===== config.mk =====
export PLATFORM = sky130hd
export DESIGN_NAME = ddr4_cmd_monitor
export DESIGN_NICKNAME = d
export VERILOG_FILES = /design/src/rtl/ddr4_cmd_monitor.sv
export SDC_FILE = /design/constraint.sdc
export NUM_CORES = 1
export LEC_CHECK = 0
export BUFFER_PORTS_ARGS = -buffer_cell sky130_fd_sc_hd__buf_2
export CELL_PAD_IN_SITES_DETAIL_PLACEMENT = 1
export CELL_PAD_IN_SITES_GLOBAL_PLACEMENT = 1
export CORE_MARGIN = 2
export CORE_UTILIZATION = 35
export CTS_CLUSTER_SIZE = 24
export DETAILED_ROUTE_END_ITERATION = 16
export PLACE_DENSITY_LB_ADDON = 0.2
export SYNTH_ARGS = -nofsm -noshare
export SYNTH_HDL_FRONTEND = slang
export SYNTH_SLANG_ARGS = --single-unit

===== constraint.sdc =====
create_clock -name clock -period 2.91 [get_ports clock]
set_input_delay 0.291 -clock clock [delete_from_list [all_inputs] [get_ports clock]]
set_output_delay 0.291 -clock clock [all_outputs]
set_load 0.02 [all_outputs]

===== src/rtl/ddr4_cmd_monitor.sv =====
// DDR4 command/address bus monitor.
// Decodes commands, tracks bank state, flags protocol errors, counts commands.
module ddr4_cmd_monitor #(
    parameter int unsigned TRCD_CYC = 16,
    parameter int unsigned CNT_W    = 32
) (
    input  logic             clock,
    input  logic             sys_reset,
    input  logic             c0_ddr4_act_n,
    input  logic [16:0]      c0_ddr4_adr,
    input  logic [1:0]       c0_ddr4_ba,
    input  logic             c0_ddr4_bg,
    input  logic             c0_ddr4_cs_n,
    input  logic             c0_ddr4_cke,
    input  logic             clear_counters,
    output logic             cmd_valid,
    output logic [3:0]       cmd_code,
    output logic [2:0]       cmd_bank,
    output logic [16:0]      cmd_row,
    output logic [9:0]       cmd_col,
    output logic             cmd_ap,
    output logic [7:0]       open_banks,
    output logic             err_valid,
    output logic [2:0]       err_code,
    output logic             err_sticky,
    output logic [CNT_W-1:0] cnt_act,
    output logic [CNT_W-1:0] cnt_rd,
    output logic [CNT_W-1:0] cnt_wr,
    output logic [CNT_W-1:0] cnt_pre,
    output logic [CNT_W-1:0] cnt_ref
);

    localparam logic [3:0] C_ACT  = 4'd0;
    localparam logic [3:0] C_RD   = 4'd1;
    localparam logic [3:0] C_WR   = 4'd2;
    localparam logic [3:0] C_PRE  = 4'd3;
    localparam logic [3:0] C_PREA = 4'd4;
    localparam logic [3:0] C_REF  = 4'd5;
    localparam logic [3:0] C_MRS  = 4'd6;
    localparam logic [3:0] C_ZQC  = 4'd7;
    localparam logic [3:0] C_RFU  = 4'd8;

    localparam logic [7:0] TRCD_LOAD = 8'(TRCD_CYC - 1);

    logic       dec_valid;
    logic [3:0] dec_code;
    logic [2:0] dec_bank;
    logic       dec_act;
    logic       dec_rdwr;
    logic       dec_ap;
    logic [2:0] dec_err;
    logic [7:0] open_q;
    logic [7:0] trcd_q [8];

    function automatic logic [CNT_W-1:0] sat_inc(input logic [CNT_W-1:0] v);
        return (&v) ? v : v + 1'b1;
    endfunction

    assign dec_bank   = {c0_ddr4_bg, c0_ddr4_ba};
    assign dec_act    = dec_valid && (dec_code == C_ACT);
    assign dec_rdwr   = dec_valid && ((dec_code == C_RD) || (dec_code == C_WR));
    assign dec_ap     = dec_rdwr && c0_ddr4_adr[10];
    assign open_banks = open_q;

    // Decode the sampled pins into a command; deselect, CKE low and NOP give nothing
    always_comb begin
        dec_valid = 1'b0;
        dec_code  = C_ACT;
        if (!c0_ddr4_cs_n && c0_ddr4_cke) begin
            dec_valid = 1'b1;
            if (c0_ddr4_act_n) begin
                case (c0_ddr4_adr[16:14])
                    3'b000:  dec_code = C_MRS;
                    3'b001:  dec_code = C_REF;
                    3'b010:  dec_code = c0_ddr4_adr[10] ? C_PREA : C_PRE;
                    3'b011:  dec_code = C_RFU;
                    3'b100:  dec_code = C_WR;
                    3'b101:  dec_code = C_RD;
                    3'b110:  dec_code = C_ZQC;
                    default: dec_valid = 1'b0;
                endcase
            end
        end
    end

    // Protocol checks against the bank table as it stood before this command
    always_comb begin
        dec_err = 3'd0;
        if (dec_valid) begin
            case (dec_code)
                C_ACT: if (open_q[dec_bank]) dec_err = 3'd1;
                C_RD, C_WR: begin
                    if (!open_q[dec_bank])
                        dec_err = 3'd2;
                    else if (trcd_q[dec_bank] != 8'd0)
                        dec_err = 3'd3;
                end
                C_REF: if (|open_q) dec_err = 3'd4;
                C_RFU: dec_err = 3'd5;
                default: dec_err = 3'd0;
            endcase
        end
    end

    // Register the decoded command and error report
    always_ff @(posedge clock) begin
        if (sys_reset) begin
            cmd_valid  <= 1'b0;
            cmd_code   <= 4'd0;
            cmd_bank   <= 3'd0;
            cmd_row    <= 17'd0;
            cmd_col    <= 10'd0;
            cmd_ap     <= 1'b0;
            err_valid  <= 1'b0;
            err_code   <= 3'd0;
            err_sticky <= 1'b0;
        end else begin
            cmd_valid  <= dec_valid;
            cmd_code   <= dec_valid ? dec_code : 4'd0;
            cmd_bank   <= dec_valid ? dec_bank : 3'd0;
            cmd_row    <= dec_act ? c0_ddr4_adr : 17'd0;
            cmd_col    <= dec_rdwr ? c0_ddr4_adr[9:0] : 10'd0;
            cmd_ap     <= dec_ap;
            err_valid  <= (dec_err != 3'd0);
            err_code   <= dec_err;
            err_sticky <= err_sticky | (dec_err != 3'd0);
        end
    end

    // Per-bank open flag and tRCD down-counter
    always_ff @(posedge clock) begin
        for (int b = 0; b < 8; b++) begin
            if (sys_reset) begin
                open_q[b] <= 1'b0;
                trcd_q[b] <= 8'd0;
            end else if (dec_act && (dec_bank == 3'(b))) begin
                open_q[b] <= 1'b1;
                trcd_q[b] <= TRCD_LOAD;
            end else begin
                if (trcd_q[b] != 8'd0)
                    trcd_q[b] <= trcd_q[b] - 8'd1;
                if ((dec_valid && (dec_code == C_PREA)) ||
                    (dec_valid && (dec_code == C_PRE) && (dec_bank == 3'(b))) ||
                    (dec_ap && (dec_bank == 3'(b))))
                    open_q[b] <= 1'b0;
            end
        end
    end

    // Saturating statistics; a clear drops any same-cycle increment
    always_ff @(posedge clock) begin
        if (sys_reset || clear_counters) begin
            cnt_act <= '0;
            cnt_rd  <= '0;
            cnt_wr  <= '0;
            cnt_pre <= '0;
            cnt_ref <= '0;
        end else if (dec_valid) begin
            case (dec_code)
                C_ACT:         cnt_act <= sat_inc(cnt_act);
                C_RD:          cnt_rd  <= sat_inc(cnt_rd);
                C_WR:          cnt_wr  <= sat_inc(cnt_wr);
                C_PRE, C_PREA: cnt_pre <= sat_inc(cnt_pre);
                C_REF:         cnt_ref <= sat_inc(cnt_ref);
                default:       ;
            endcase
        end
    end

endmodule


Word-level counts from Yosys, hierarchy flattened
Memory sizes are Yosys's and may differ from the RTL's.
Index checks and enable logic that the tools add are counted.
W data, S select, Z words.
{"block": "word_totals", "regBits": 209, "ram_bits": 64, "in_bits": 26, "output_inout_bits": 209, "n_memories": 1}
{"memory": "trcd_q", "words": 8, "word_bits": 8, "read_ports": 9, "rd_clocked_by_memory_dff": 0, "write_ports": 8, "line": "53", "text": "logic [7:0] trcd_q [8];"}
{"block": "classes", "addsub": 13, "order_cmp": 1, "eq_ne": 19, "mux": 105, "bitwise_logic": 25, "reduce_logical": 87}
{"op": "$add A32 B1 Y32 const B", "count": 5}
{"op": "$reduce_and A32 Y1", "count": 5}
{"op": "$mux W8", "count": 16}
{"op": "$mux W1", "count": 79}
{"op": "$reduce_bool A8 Y1", "count": 9}
{"op": "$sub A8 B1 Y8 const B", "count": 8}
{"op": "$logic_and A1 B1 Y1", "count": 30}
{"op": "$pmux W4 S7", "count": 1}
{"op": "$eq A3 B3 Y1 const B", "count": 7}
{"op": "$logic_or A1 B1 Y1", "count": 18}
{"op": "$or A1 B1 Y1", "count": 17}
{"op": "$reduce_bool A2 Y1", "count": 8}
{"op": "$reduce_and A3 Y1", "count": 5}
{"op": "$eq A3 B2 Y1 const B", "count": 4}
{"op": "$pmux W3 S4", "count": 1}
{"op": "$reduce_or A2 Y1", "count": 5}
{"op": "$mux W3", "count": 3}
{"op": "$eq A4 B2 Y1 const B", "count": 2}
{"op": "$eq A4 B3 Y1 const B", "count": 2}
{"op": "$mux W4", "count": 2}
{"op": "$not A1 Y1", "count": 8}
{"op": "$reduce_or A8 Y1", "count": 1}
{"op": "$reduce_or A7 Y1", "count": 1}
{"op": "$eq A3 B1 Y1 const B", "count": 2}
{"op": "other kinds (9)", "count": 11}

Depth between registers and ports, before layout
Gate-level depths: netlist of the first run.
{"block": "logic_depth", "ltp_word": 12, "depth_mapped": 8, "mapped_depth_nobuf": 7}

Worst setup path after synthesis of the first run
OpenSTA, ideal clock, no wires.
{"block": "synth_timing", "path_kind": "reg2reg", "start": "register cnt_act[3]", "end": "register cnt_act[5]", "setup_time_ps": 128, "arrival_time_ps": 2239, "required_ps": 2782, "slack_ps": 544, "stages_incl_launch_ff": 8, "path_cell_list": "dfxtp_1 > nand4_2 > or4_4 > or4_4 > buf_6 > o2111ai_1 > xor2_1 > nor2_1"}
{"block": "synth_via", "elab_chain_cells": 3}
{"item": "start, declared", "line": "26", "text": "output logic [CNT_W-1:0] cnt_act,"}
{"item": "start signal, assigned", "line": "160", "text": "C_ACT: cnt_act <= sat_inc(cnt_act);"}
{"item": "parallel branches: the longest is 3 deep, another holds $add A32 B1 Y32"}
Several ways; the timed one is not identified.
A chain may end at the register's enable or synchronous reset.

Worst setup path after layout of the first run
Ends and elaborated chain as after synthesis.

==> results of run 1 <==
-- metrics by stage --
step                      instance area (µm²)  total power, mW  utilization (%)  hold slack, ps
after detailed placement                14600             6.73             40.2             491
final                                   15900             10.8             43.5            43.9
after CTS                               15900             10.9             43.5            9.39
after floorplan                         12900             6.22                -             410
after global routing                    15900             11.4             43.5            36.7
after global placement                  14600             6.64             40.2             473
-- timing repair --
item	4_1_cts	5_1_grt
gates resized for setup	0	0
hold buffers	13	0
hold endpoints to repair	23	0
-- cells by family (layout without fill, tap and decap cells) --
family                     after synthesis  after routing
and+or+nand+nor                        722            722
adders and majority gates               21             21
buffers and inverters                   82            373
xor gates and xnor gates               163            163
DFF                                    273            273
AOI/OAI and AO/OA                      158            158
muxes                                    4              4
-- worst min-delay path, stage by stage --
cell and delay (ps):
buf_2 90, or3_1 100, o31ai_1 50
-- path summary, 6_finish.rpt --
path | end | depth (start not counted)
max | cnt_act[5]$_SDFFE_PP0P_ | 6
min | cnt_pre[25]$_SDFFE_PP0P_ | 3
max reg2reg | cnt_act[5]$_SDFFE_PP0P_ | 6
min reg2reg | cnt_ref[9]$_SDFFE_PP0P_ | 2
-- registers in the layout, summed over array words and instances, names as in the netlist --
signal / count
cnt_act: 32
err_code: 3
cmd_row: 17
trcd_q: 64
cnt_rd: 32
open_banks: 8
cnt_ref: 32
cmd_col: 10
cmd_bank: 3
err_sticky: 1
cmd_code: 4
err_valid: 1
cmd_ap: 1
cmd_valid: 1
cnt_pre: 32
cnt_wr: 32
-- report_power, final --
part	total [mW]	internal (mW)	leakage (nW)	switching (mW)
Sequential	4.71	4.41	2.42	0.299
Combinational	1.95	0.824	3.40	1.12
Clock	4.12	2.46	0.534	1.66
-- cells in the final DEF (no fill, tap or decap), drive strengths merged, types with 40 or more instances in the layout --
| cell type | instances |
|---|---|
| a21oi | 52 |
| and2 | 40 |
| buf | 259 |
| clkbuf | 49 |
| dfxtp | 209 |
| edfxtp | 64 |
| nand2 | 119 |
| nand3 | 85 |
| nand4 | 54 |
| nor2 | 203 |
| nor3 | 43 |
| o21ai | 71 |
| or3 | 44 |
| xnor2 | 76 |
| xor2 | 87 |
-- metal layers --
metal / vias up / routed length, µm
met3: 56 / 2230
met1: 5491 / 17400
met2: 224 / 17700
met4: 2 / 940
li1: 5555 / -
met5: - / 13
-- layout make-up --
cell class | instances | area (µm²) | share of cell area [%]
timing repair buffer | 272 | 1500 | 9.47
sequential | 273 | 6110 | 38.5
clock buffer | 49 | 991 | 6.25
multi-input combinational | 1068 | 6430 | 40.6
clock inverter | 13 | 88.8 | 0.560
inverter | 39 | 146 | 0.923
tap | 468 | 586 | 3.69
==> summary.log, run 1 <==
[outcome] outcome complete, no violations
[global_route] initial antenna violation count 1
[sta] fraction of the cycle the final worst path needs 81.5%
[sta] total negative slack 0 ps
[drt] DRT iter0 DRCs 485
[place] Final GP Congestion 0.833
[drt] count of unresolved DRC violations after routing 0
[drt] Via density 5.19
[worst_setup_path] maximum cell stage delay along the critical path 590 ps
[worst_setup_path] cell occurring most often along the worst timing path or4_4
[worst_setup_path] launching element of the worst setup path cnt_act[3]$_SDFFE_PP0P_
[cts] post-CTS setup buffer count 0
[worst_setup_path] setup slack on the worst flop-to-flop path 540 ps
[worst_setup_path] cell family contributing the most delay on the critical path simple AND/OR/NAND/NOR gates
[drt] number of detailed-route iterations in the first pass 5
[floorplanning] Initial Util 35.3%
[cts] Skew-Pair Late Insertion Delay 540 ps
[sta] min Tclk post-route 2370 ps
[sta] worst clock skew 20.8 ps
[synthesis] post-synthesis cell count 1423
[cells_and_area] Final Net Count 1736
[synthesis] Synth Area in Adders 2.04%
[worst_setup_path] data arrival time of the critical path 2770 ps
[pwr] static power due to leakage 6.36 nW
[sta] Slew Limit Fails 0
[synthesis] number of unique standard cell types used by synthesis 68
[worst_setup_path] worst reg2reg path startpoint cnt_act[3]$_SDFFE_PP0P_
[sta] final setup fails 0
[synthesis] Netlist Area Pre-Place 12900 µm²
[floorplanning] Core Footprint 36400 µm²
[cts] TritonCTS clock tree done
[synthesis] portion of the post-synthesis area used by sequential elements 47.5%
[global_route] GRT Overall Usage 20.0%
[worst_setup_path] CP max stage cell or4_4
[cells_and_area] share of layout cells above drive strength 1 19.5%
[synthesis] Synth async-reset ratio 0%
[sta] Worst Tran Pin Value 779 ps
[cts] CTS buffer count 35
[place] final HPWL from detailed placement 27900 µm
[floorplanning] x dimension of the die 196 µm
[worst_setup_path] critical-path cell list nand4_2 -> or4_4 -> or4_4 -> o2111ai_1 -> xor2_1 -> nor2_1
[synthesis] Synth Register Bits 273
[synthesis] total number of yosys warnings 0
[drt] overall routed net length 38300 µm
[synthesis] top post-synthesis cells by count 209 x dfxtp_1, 203 x nor2_1, 119 x nand2_1
[place] number of buffers added on ports 234
[synthesis] Post-Synth XOR/XNOR Area 11.1%
[floorplanning] die area 38300 µm²
[cts] Worst-path clk slew 60 ps
[floorplanning] Site Rows 70
[worst_setup_path] element type at the critical path start flop
[synthesis] most frequent cell after synthesis dfxtp_1
[synthesis] compound-gate portion of the synthesized area 7.31%
[synthesis] most common flop cell mapped by yosys dfxtp_1
[cells_and_area] filler cell count 4281
[synthesis] dominant cell type by area after synthesis dfxtp_1
[pwr] Pwr Density 680 nW/µm²
[place] pre-CTS setup slack 214 ps
[synthesis] mux contribution to synthesized area 0.409%
[global_route] met1 track utilization from global routing 25.7%
[cts] number of H-tree levels 2
[worst_setup_path] CP Max Fanout 8
[drt] post-route antenna net violation count 0
[synthesis] dominant combinational cell family by area after synthesis simple AND/OR/NAND/NOR gates
[cts] Root Buffer Master clkbuf_16
[sta] final hold viol count 0
[cells_and_area] area added between synthesis and finish 23.3%
[synthesis] post-synthesis simple-gate area fraction 29.1%
[worst_setup_path] endpoint class of the critical path flop
[global_route] global route overflow 0
[drt] average detailed-routed wire length per instance 17.5 µm
[worst_setup_path] Worst Path Buf+Inv 0
[global_route] via count of the first global-routing pass 11511
[flow_run] max cap viols 0
[worst_setup_path] critical path class flop to flop
[global_route] global-route wire length before repair 61900 µm
[global_route] global-route layer with the greatest usage met2
[synthesis] leading post-synthesis cells by cell area dfxtp_1 33%, edfxtp_1 15%, nor2_1 5.9%
[sta] timing-limited maximum frequency 422 MHz
[synthesis] proportion of netlist area held by the largest area contributor 32.5%
[global_route] pin count of the biggest net entering global routing 36
[cells_and_area] number of cells in the finished layout apart from fillers 2182
[place] # placed instances 2107
[sta] tightest slew margin relative to the limit 47.6%
[sta] setup slack of the critical path after layout 539 ps
[worst_hold_path] path class of the lowest-slack min-delay path primary input to flop
[worst_setup_path] required arrival time at the worst endpoint 3310 ps
[worst_hold_path] start point of the worst hold path clear_counters
[synthesis] syn nets 1470
[global_route] met2 Resource Use GR 32.9%
[cts] buffer levels on the longest clock path 3
[floorplanning] vertical die dimension 196 µm
[sta] RSZ-0062 raised after global routing false
[pwr] peak supply drop 0.000324 V
[synthesis] Avg Cell Area, Syn 9.04 µm²
[global_route] met3 Usage GRT 5.40%
[cells_and_area] diodes inserted 0
[floorplanning] IO Pins 235
[drt] vias post-DR 11328
[cts] total number of clock tree sinks 273
[synthesis] EDFF count, synth 64
Note: power is estimated with default switching activity, not from simulation.
==> run 2, diff against run 1 <==
==> constraint.sdc (replaced) <==
create_clock -name clock -period 2.15 [get_ports clock]
set_input_delay 0.215 -clock clock [delete_from_list [all_inputs] [get_ports clock]]
set_output_delay 0.215 -clock clock [all_outputs]
set_load 0.02 [all_outputs]
==> summary.log, run 2 (synthesized netlist as in run 1, its figures left out) <==
[drt] DRT iter0 DRCs 395 [-19%]
[sta] worst clock skew 9.79 ps [-11.0 ps]
[pwr] Total Power 15.3 mW [+42%]
[cells_and_area] Post-Layout Inst Area 17200 µm² [+8.6%]
[sta] fraction of the cycle the final worst path needs 101% [+20 points]
[cells_and_area] most frequent cells in the layout 234 x buf_2, 203 x nor2_1, 186 x dfxtp_1, 165 x buf_4, 116 x nand2_1
[floorplanning] die area 38300 µm² [unchanged]
[global_route] initial antenna violation count 4 [+3]
[place] # placed instances 2245 [+6.5%]
[cts] Worst-path clk slew 60 ps [about the same]
[global_route] met1 track utilization from global routing 25.9% [+0.23 points]
[drt] count of unresolved DRC violations after routing 0 [unchanged]
[cts] TritonCTS clock tree done
[global_route] met2 Resource Use GR 36.4% [+3.5 points]
[sta] final hold viol count 0 [unchanged]
[floorplanning] Core Footprint 36400 µm² [unchanged]
[cells_and_area] share of layout cells above drive strength 1 28.3% [+8.8 points]
[outcome] outcome finished, violations left
[cells_and_area] most frequent standard cell in the layout excluding fill and tap cells buf_2
[place] area of placed instances 15800 µm² [+7.6%]
[global_route] global-route wire length before repair 65400 µm [+5.6%]
[drt] number of detailed-route iterations in the first pass 4 [-1]
[cells_and_area] filler cell count 4288 [+0.16%]
[global_route] global-route layer with the greatest usage met2
[cells_and_area] number of cells in the finished layout apart from fillers 2329 [+6.7%]
[sta] setup slack of the critical path after layout -22.4 ps [-562 ps]
[floorplanning] Initial Util 35.3% [unchanged]
[floorplanning] Site Rows 70 [unchanged]
[cts] number of H-tree levels 2 [unchanged]
[sta] timing-limited maximum frequency 460 MHz [+9.1%]
[sta] Slew Limit Fails 0 [unchanged]
[drt] average detailed-routed wire length per instance 17.3 µm [-1.3%]
[floorplanning] x dimension of the die 196 µm [unchanged]
[sta] final setup fails 5 [+5]
[cells_and_area] Final Net Count 1880 [+8.3%]
[drt] Via density 5.08 [-2.2%]
[cts] Skew-Pair Late Insertion Delay 530 ps [about the same]
[worst_setup_path] data arrival time of the critical path 2640 ps [-130 ps]
[cells_and_area] final design utilization 47.3% [+3.8 points]
[outcome] failing checks setup timing
[cts] buffer levels on the longest clock path 3 [unchanged]
[sta] RSZ-0062 raised after global routing true
[sta] Post-Route Hold Slack 33.1 ps [-10.7 ps]
[pwr] peak supply drop 0.000459 V [+42%]
[worst_setup_path] CP Max Fanout 8 [unchanged]
[drt] post-route antenna net violation count 0 [unchanged]
[global_route] via count of the first global-routing pass 12367 [+7.4%]
[worst_setup_path] endpoint class of the critical path flop
[global_route] pin count of the biggest net entering global routing 47 [+31%]
[cells_and_area] Most flops, register trcd_q
[cells_and_area] area added between synthesis and finish 33.9%
[cts] CTS buffer count 35 [unchanged]
[flow_run] max cap viols 0 [unchanged]
[floorplanning] vertical die dimension 196 µm [unchanged]
[sta] tightest slew margin relative to the limit 55.6% [+8.0 points]
[cts] total number of clock tree sinks 273 [unchanged]
[worst_setup_path] required arrival time at the worst endpoint 2610 ps [-700 ps]
[sta] min Tclk post-route 2170 ps [-198 ps]
[pwr] static power due to leakage 7.17 nW [+13%]
[place] number of buffers added on ports 234 [unchanged]
[sta] Worst Tran Pin Value 666 ps [-114 ps]
[worst_hold_path] path class of the lowest-slack min-delay path primary input to flop
[place] Final GP Congestion 0.817 [-1.9%]
[drt] vias post-DR 11824 [+4.4%]
[cts] Root Buffer Master clkbuf_16
[floorplanning] IO Pins 235 [unchanged]
[global_route] met3 Usage GRT 4.88% [-0.52 points]
[drt] overall routed net length 40300 µm [+5.3%]
[worst_setup_path] element type at the critical path start flop
[place] final HPWL from detailed placement 29900 µm [+7.3%]
[global_route] global route overflow 0 [unchanged]
[global_route] GRT Overall Usage 21.1% [+1.1 points]
[pwr] Pwr Density 890 nW/µm² [+31%]
[cells_and_area] max FFs per register 64 [unchanged]
[worst_setup_path] critical path class flop to flop
==> run 2: changes by cell type in the layout (fill, tap and decap cells not counted), moves of 3 or more <==
cell / delta
buf_4: +141
clkinv_2: -3
dfxtp_1: -23
dfxtp_2: +18
dfxtp_4: +5
diode_2: +3
nand2_1: -3
nand2_2: +3
nor4_1: -3
nor4_2: +3
or4_1: -4
or4_4: +4
==> run 2: layer usage <==
layer	part of all wire (%)	vias up	wire length, µm
met1	44	5732	17600
met2	49	192	19600
met3	5.1	59	2060
li1	-	5839	-
met5	0.032	-	13
met4	2.6	2	1050
==> run 2: layout make-up <==
| type | instances | area, µm² | share of cell area, % |
|---|---|---|---|
| diodes | 3 | 7.51 | 0.0436 |
| well taps | 468 | 586 | 3.40 |
| multi-input cells | 1068 | 6610 | 38.4 |
| flip-flops and latches | 273 | 6150 | 35.7 |
| clock inverters | 12 | 133 | 0.770 |
| clock buffers | 50 | 996 | 5.78 |
| inverters | 39 | 146 | 0.850 |
| repair buffers | 416 | 2600 | 15.1 |
==> run 2: final timing paths <==
path	end	slack [ps]	depth (start not counted)	start
setup / recovery	cnt_act[17]$_SDFFE_PP0P_	-20	6	cnt_act[6]$_SDFFE_PP0P_
hold / removal	cmd_code[1]$_SDFF_PP0_	30	2	c0_ddr4_adr[10]
setup reg to reg	cnt_act[17]$_SDFFE_PP0P_	-20	6	cnt_act[6]$_SDFFE_PP0P_
hold reg to reg	cnt_act[12]$_SDFFE_PP0P_	470	1	cnt_act[12]$_SDFFE_PP0P_
==> run 2: power breakdown <==
| part | switching [mW] | internal, mW |
|---|---|---|
| Sequential | 0.374 | 5.96 |
| Clock | 2.25 | 3.58 |
| Combinational | 1.71 | 1.45 |
| Total | 4.34 | 11.0 |
==> run 2: critical path, stage by stage, from the launching register on <==
cell and delay (ps):
dfxtp_4 360, nand4_4 110, or4_4 530, or4_4 580, o21ai_4 240, o21ai_1 130
a21oi_2 150
==> run 2: metrics by stage <==
step           TNS, ps  setup WS (ps)
4_1_cts          -53.2          -17.2
2_1_floorplan     -279          -46.4
3_5_place_dp     -68.8          -19.9
3_3_place_gp    -0.851         -0.851
5_1_grt           -814           -120
6_report         -72.6          -22.4
==> run 2: timing repair <==
action	in CTS	in global routing
pin swaps	1	17
endpoints found under the setup margin	7	91
cloned	0	0
buffers inserted	0	5
gates resized for setup	3	28
hold endpoints to repair	24	0
hold buffers	14	0
==> run 3, diff against run 2 <==
--- a/config.mk
+++ b/config.mk
@@ -5,13 +5,13 @@
 export SDC_FILE = /design/constraint.sdc
 export NUM_CORES = 1
 export LEC_CHECK = 0
-export BUFFER_PORTS_ARGS = -buffer_cell sky130_fd_sc_hd__buf_2
 export CELL_PAD_IN_SITES_DETAIL_PLACEMENT = 1
 export CELL_PAD_IN_SITES_GLOBAL_PLACEMENT = 1
 export CORE_MARGIN = 2
 export CORE_UTILIZATION = 35
 export CTS_CLUSTER_SIZE = 24
 export DETAILED_ROUTE_END_ITERATION = 16
+export DONT_BUFFER_PORTS = 1
 export PLACE_DENSITY_LB_ADDON = 0.2
 export SYNTH_ARGS = -nofsm -noshare
 export SYNTH_HDL_FRONTEND = slang
==> summary.log, run 3 (synthesized netlist as in run 1, its figures left out) <==
[sta] worst clock skew 13.6 ps [+3.80 ps]
[sta] final setup fails 6 [+1]
[cts] Root Buffer Master clkbuf_16
[outcome] outcome finished, violations left
[flow_run] max cap viols 0 [unchanged]
[place] number of buffers added on ports 0 [-100%]
[pwr] Pwr Density 936 nW/µm² [+5.2%]
[cells_and_area] filler cell count 4188 [-2.3%]
[sta] Worst Tran Pin Value 831 ps [+166 ps]
[sta] tightest slew margin relative to the limit 44.5% [-11 points]
[drt] number of detailed-route iterations in the first pass 4 [unchanged]
[drt] post-route antenna net violation count 0 [unchanged]
[floorplanning] Core Footprint 36400 µm² [unchanged]
[worst_setup_path] element type at the critical path start flop
[worst_hold_path] endpoint of the worst hold-timing path cnt_wr[20]$_SDFFE_PP0P_
[worst_setup_path] CP max stage cell or4_4
[sta] final hold viol count 0 [unchanged]
[drt] overall routed net length 40600 µm [+0.75%]
[cells_and_area] final design utilization 46.2% [-1.1 points]
[cells_and_area] share of layout cells above drive strength 1 21.7% [-6.6 points]
[cells_and_area] Most flops, register trcd_q
[worst_setup_path] depth of the most critical reg-to-reg path 6 [unchanged]
[cts] total number of clock tree sinks 273 [unchanged]
[cells_and_area] diodes inserted 0 [-3]
[floorplanning] x dimension of the die 196 µm [unchanged]
[global_route] pin count of the biggest net entering global routing 57 [+21%]
[cells_and_area] max FFs per register 64 [unchanged]
[cts] TritonCTS clock tree done
[worst_setup_path] critical path class flop to flop
[global_route] global route overflow 0 [unchanged]
[cells_and_area] most frequent cells in the layout 240 x buf_4, 202 x nor2_1, 186 x dfxtp_1, 117 x nand2_1, 87 x xor2_1
[worst_hold_path] Hold Path Cell Cnt 2 [unchanged]
[worst_setup_path] worst reg2reg path endpoint cnt_act[3]$_SDFFE_PP0P_
[cells_and_area] most frequent standard cell in the layout excluding fill and tap cells buf_4
[global_route] via count of the first global-routing pass 11806 [-4.5%]
[floorplanning] vertical die dimension 196 µm [unchanged]
[sta] timing-limited maximum frequency 461 MHz [+0.23%]
[worst_setup_path] endpoint class of the critical path flop
[sta] Slew Limit Fails 0 [unchanged]
[worst_setup_path] required arrival time at the worst endpoint 2550 ps [-60 ps]
[worst_setup_path] critical-path cell list nand4_4 -> or4_4 -> or4_4 -> o21ai_4 -> xor2_1 -> nor2_1
[outcome] failing checks setup timing
[cells_and_area] Final Net Count 1733 [-7.8%]
[floorplanning] IO Pins 235 [unchanged]
[worst_setup_path] worst reg2reg path startpoint cnt_act[5]$_SDFFE_PP0P_
[pwr] static power due to leakage 6.46 nW [-10%]
[sta] setup slack of the critical path after layout -17.5 ps [+4.88 ps]
[worst_setup_path] CP Max Fanout 8 [unchanged]
[worst_setup_path] data arrival time of the critical path 2570 ps [-70 ps]
[drt] vias post-DR 11334 [-4.1%]
[cts] buffer levels on the longest clock path 3 [unchanged]
[global_route] GRT Overall Usage 21.0% [-0.076 points]
[sta] fraction of the cycle the final worst path needs 101% [-0.23 points]
[drt] count of unresolved DRC violations after routing 0 [unchanged]
[pwr] peak supply drop 0.000525 V [+14%]
[global_route] global-route wire length before repair 64300 µm [-1.6%]
[worst_setup_path] maximum cell stage delay along the critical path 580 ps [about the same]
[place] Final GP Congestion 0.823 [+0.66%]
[worst_setup_path] cell occurring most often along the worst timing path or4_4
[global_route] initial antenna violation count 0 [-4]
[pwr] Total Power 15.7 mW [+2.7%]
[worst_setup_path] setup slack on the worst flop-to-flop path -20 ps [about the same]
[worst_hold_path] start point of the worst hold path sys_reset
[cts] Skew-Pair Late Insertion Delay 540 ps [about the same]
[floorplanning] die area 38300 µm² [unchanged]
[cts] Worst-path clk slew 60 ps [about the same]
[drt] average detailed-routed wire length per instance 18.6 µm [+7.6%]
[cts] number of H-tree levels 2 [unchanged]
[drt] Via density 5.20 [+2.4%]
[cells_and_area] area added between synthesis and finish 30.8%
[drt] DRT iter0 DRCs 438 [+11%]
[place] final HPWL from detailed placement 29300 µm [-2.0%]
[floorplanning] Initial Util 35.3% [unchanged]
[sta] min Tclk post-route 2170 ps [-4.88 ps]
[cts] CTS buffer count 35 [unchanged]
[worst_hold_path] path class of the lowest-slack min-delay path primary input to flop
[sta] RSZ-0062 raised after global routing true
[floorplanning] Site Rows 70 [unchanged]
run 3: cell count changes in the layout (fill, tap and decap cells not counted), sizes merged:
cell	previous run	this run
clkinv	8	5
diode	3	0
buf	402	242
clkbuf	50	53
bufinv	3	4
dlygate4sd3	14	27
run 3: per-stage QoR:
stage | TNS, ps | setup slack (ps) | cells | instance area (µm²) | hold WS [ps]
global route | -1180 | -140 | 2180 | 16800 | 24.7
floorplan | -279 | -46.4 | 1423 | 12900 | 334
finish | -49.7 | -17.5 | 2180 | 16800 | 14.5
global placement | -18.3 | -18.3 | 2089 | 15200 | 302
CTS | -164 | -42.6 | 2179 | 16700 | 2.36
detailed placement | -213 | -51.9 | 2089 | 15200 | 305
run 3: timing repair:
action,CTS,global route
hold buffers,27,0
pin swaps,2,15
setup buffers,0,1
hold endpoints to repair,54,0
gates resized for setup,4,18
setup endpoints to repair,12,72
run 3: how the worst max path moves through the flow:
stage / startpoint / to / slack, ps
CTS: cnt_act[5]$_SDFFE_PP0P_ / cnt_act[3]$_SDFFE_PP0P_ / -40
finish: cnt_act[5]$_SDFFE_PP0P_ / cnt_act[3]$_SDFFE_PP0P_ / -20
detailed placement: trcd_q[0][5]$_SDFFCE_PN0P_ / err_sticky$_SDFF_PP0_ / -50
global placement: cnt_act[6]$_SDFFE_PP0P_ / cnt_act[3]$_SDFFE_PP0P_ / -20
floorplan: cnt_act[4]$_SDFFE_PP0P_ / cnt_act[13]$_SDFFE_PP0P_ / -50
global route: cnt_act[6]$_SDFFE_PP0P_ / cnt_act[7]$_SDFFE_PP0P_ / -140
run 3: layer usage:
| metal | global-route usage (%) | vias up | routed length [µm] |
|---|---|---|---|
| met4 | 6.00 | 0 | 949 |
| met2 | 35.9 | 211 | 19600 |
| met3 | 7.19 | 60 | 2870 |
| met5 | 0 | - | 0 |
| li1 | - | 5541 | - |
| met1 | 25.1 | 5522 | 17200 |
run 3: layout make-up:
| class | instances | area (µm²) | area share, % |
|---|---|---|---|
| tap | 468 | 586 | 3.48 |
| clock buffer | 53 | 1120 | 6.65 |
| multi-input combinational | 1068 | 6560 | 39.0 |
| clock inverter | 10 | 151 | 0.900 |
| timing repair buffer | 269 | 2100 | 12.5 |
| sequential | 273 | 6150 | 36.6 |
| inverter | 39 | 146 | 0.871 |
run 3: worst max-delay path: cells and delay by family, from the launching register on:
family | cells | cell delay (ps)
xor gates and xnor gates | 1 | 170
AOI/OAI and AO/OA | 1 | 240
DFF | 1 | 350
and+or+nand+nor | 4 | 1260
run 3: report_power, final:
part	total, mW	internal, mW	switching [mW]
Combinational	3.00	1.38	1.62
Sequential	6.36	5.96	0.401
Clock	6.38	4.07	2.32
Total	15.7	11.4	4.34
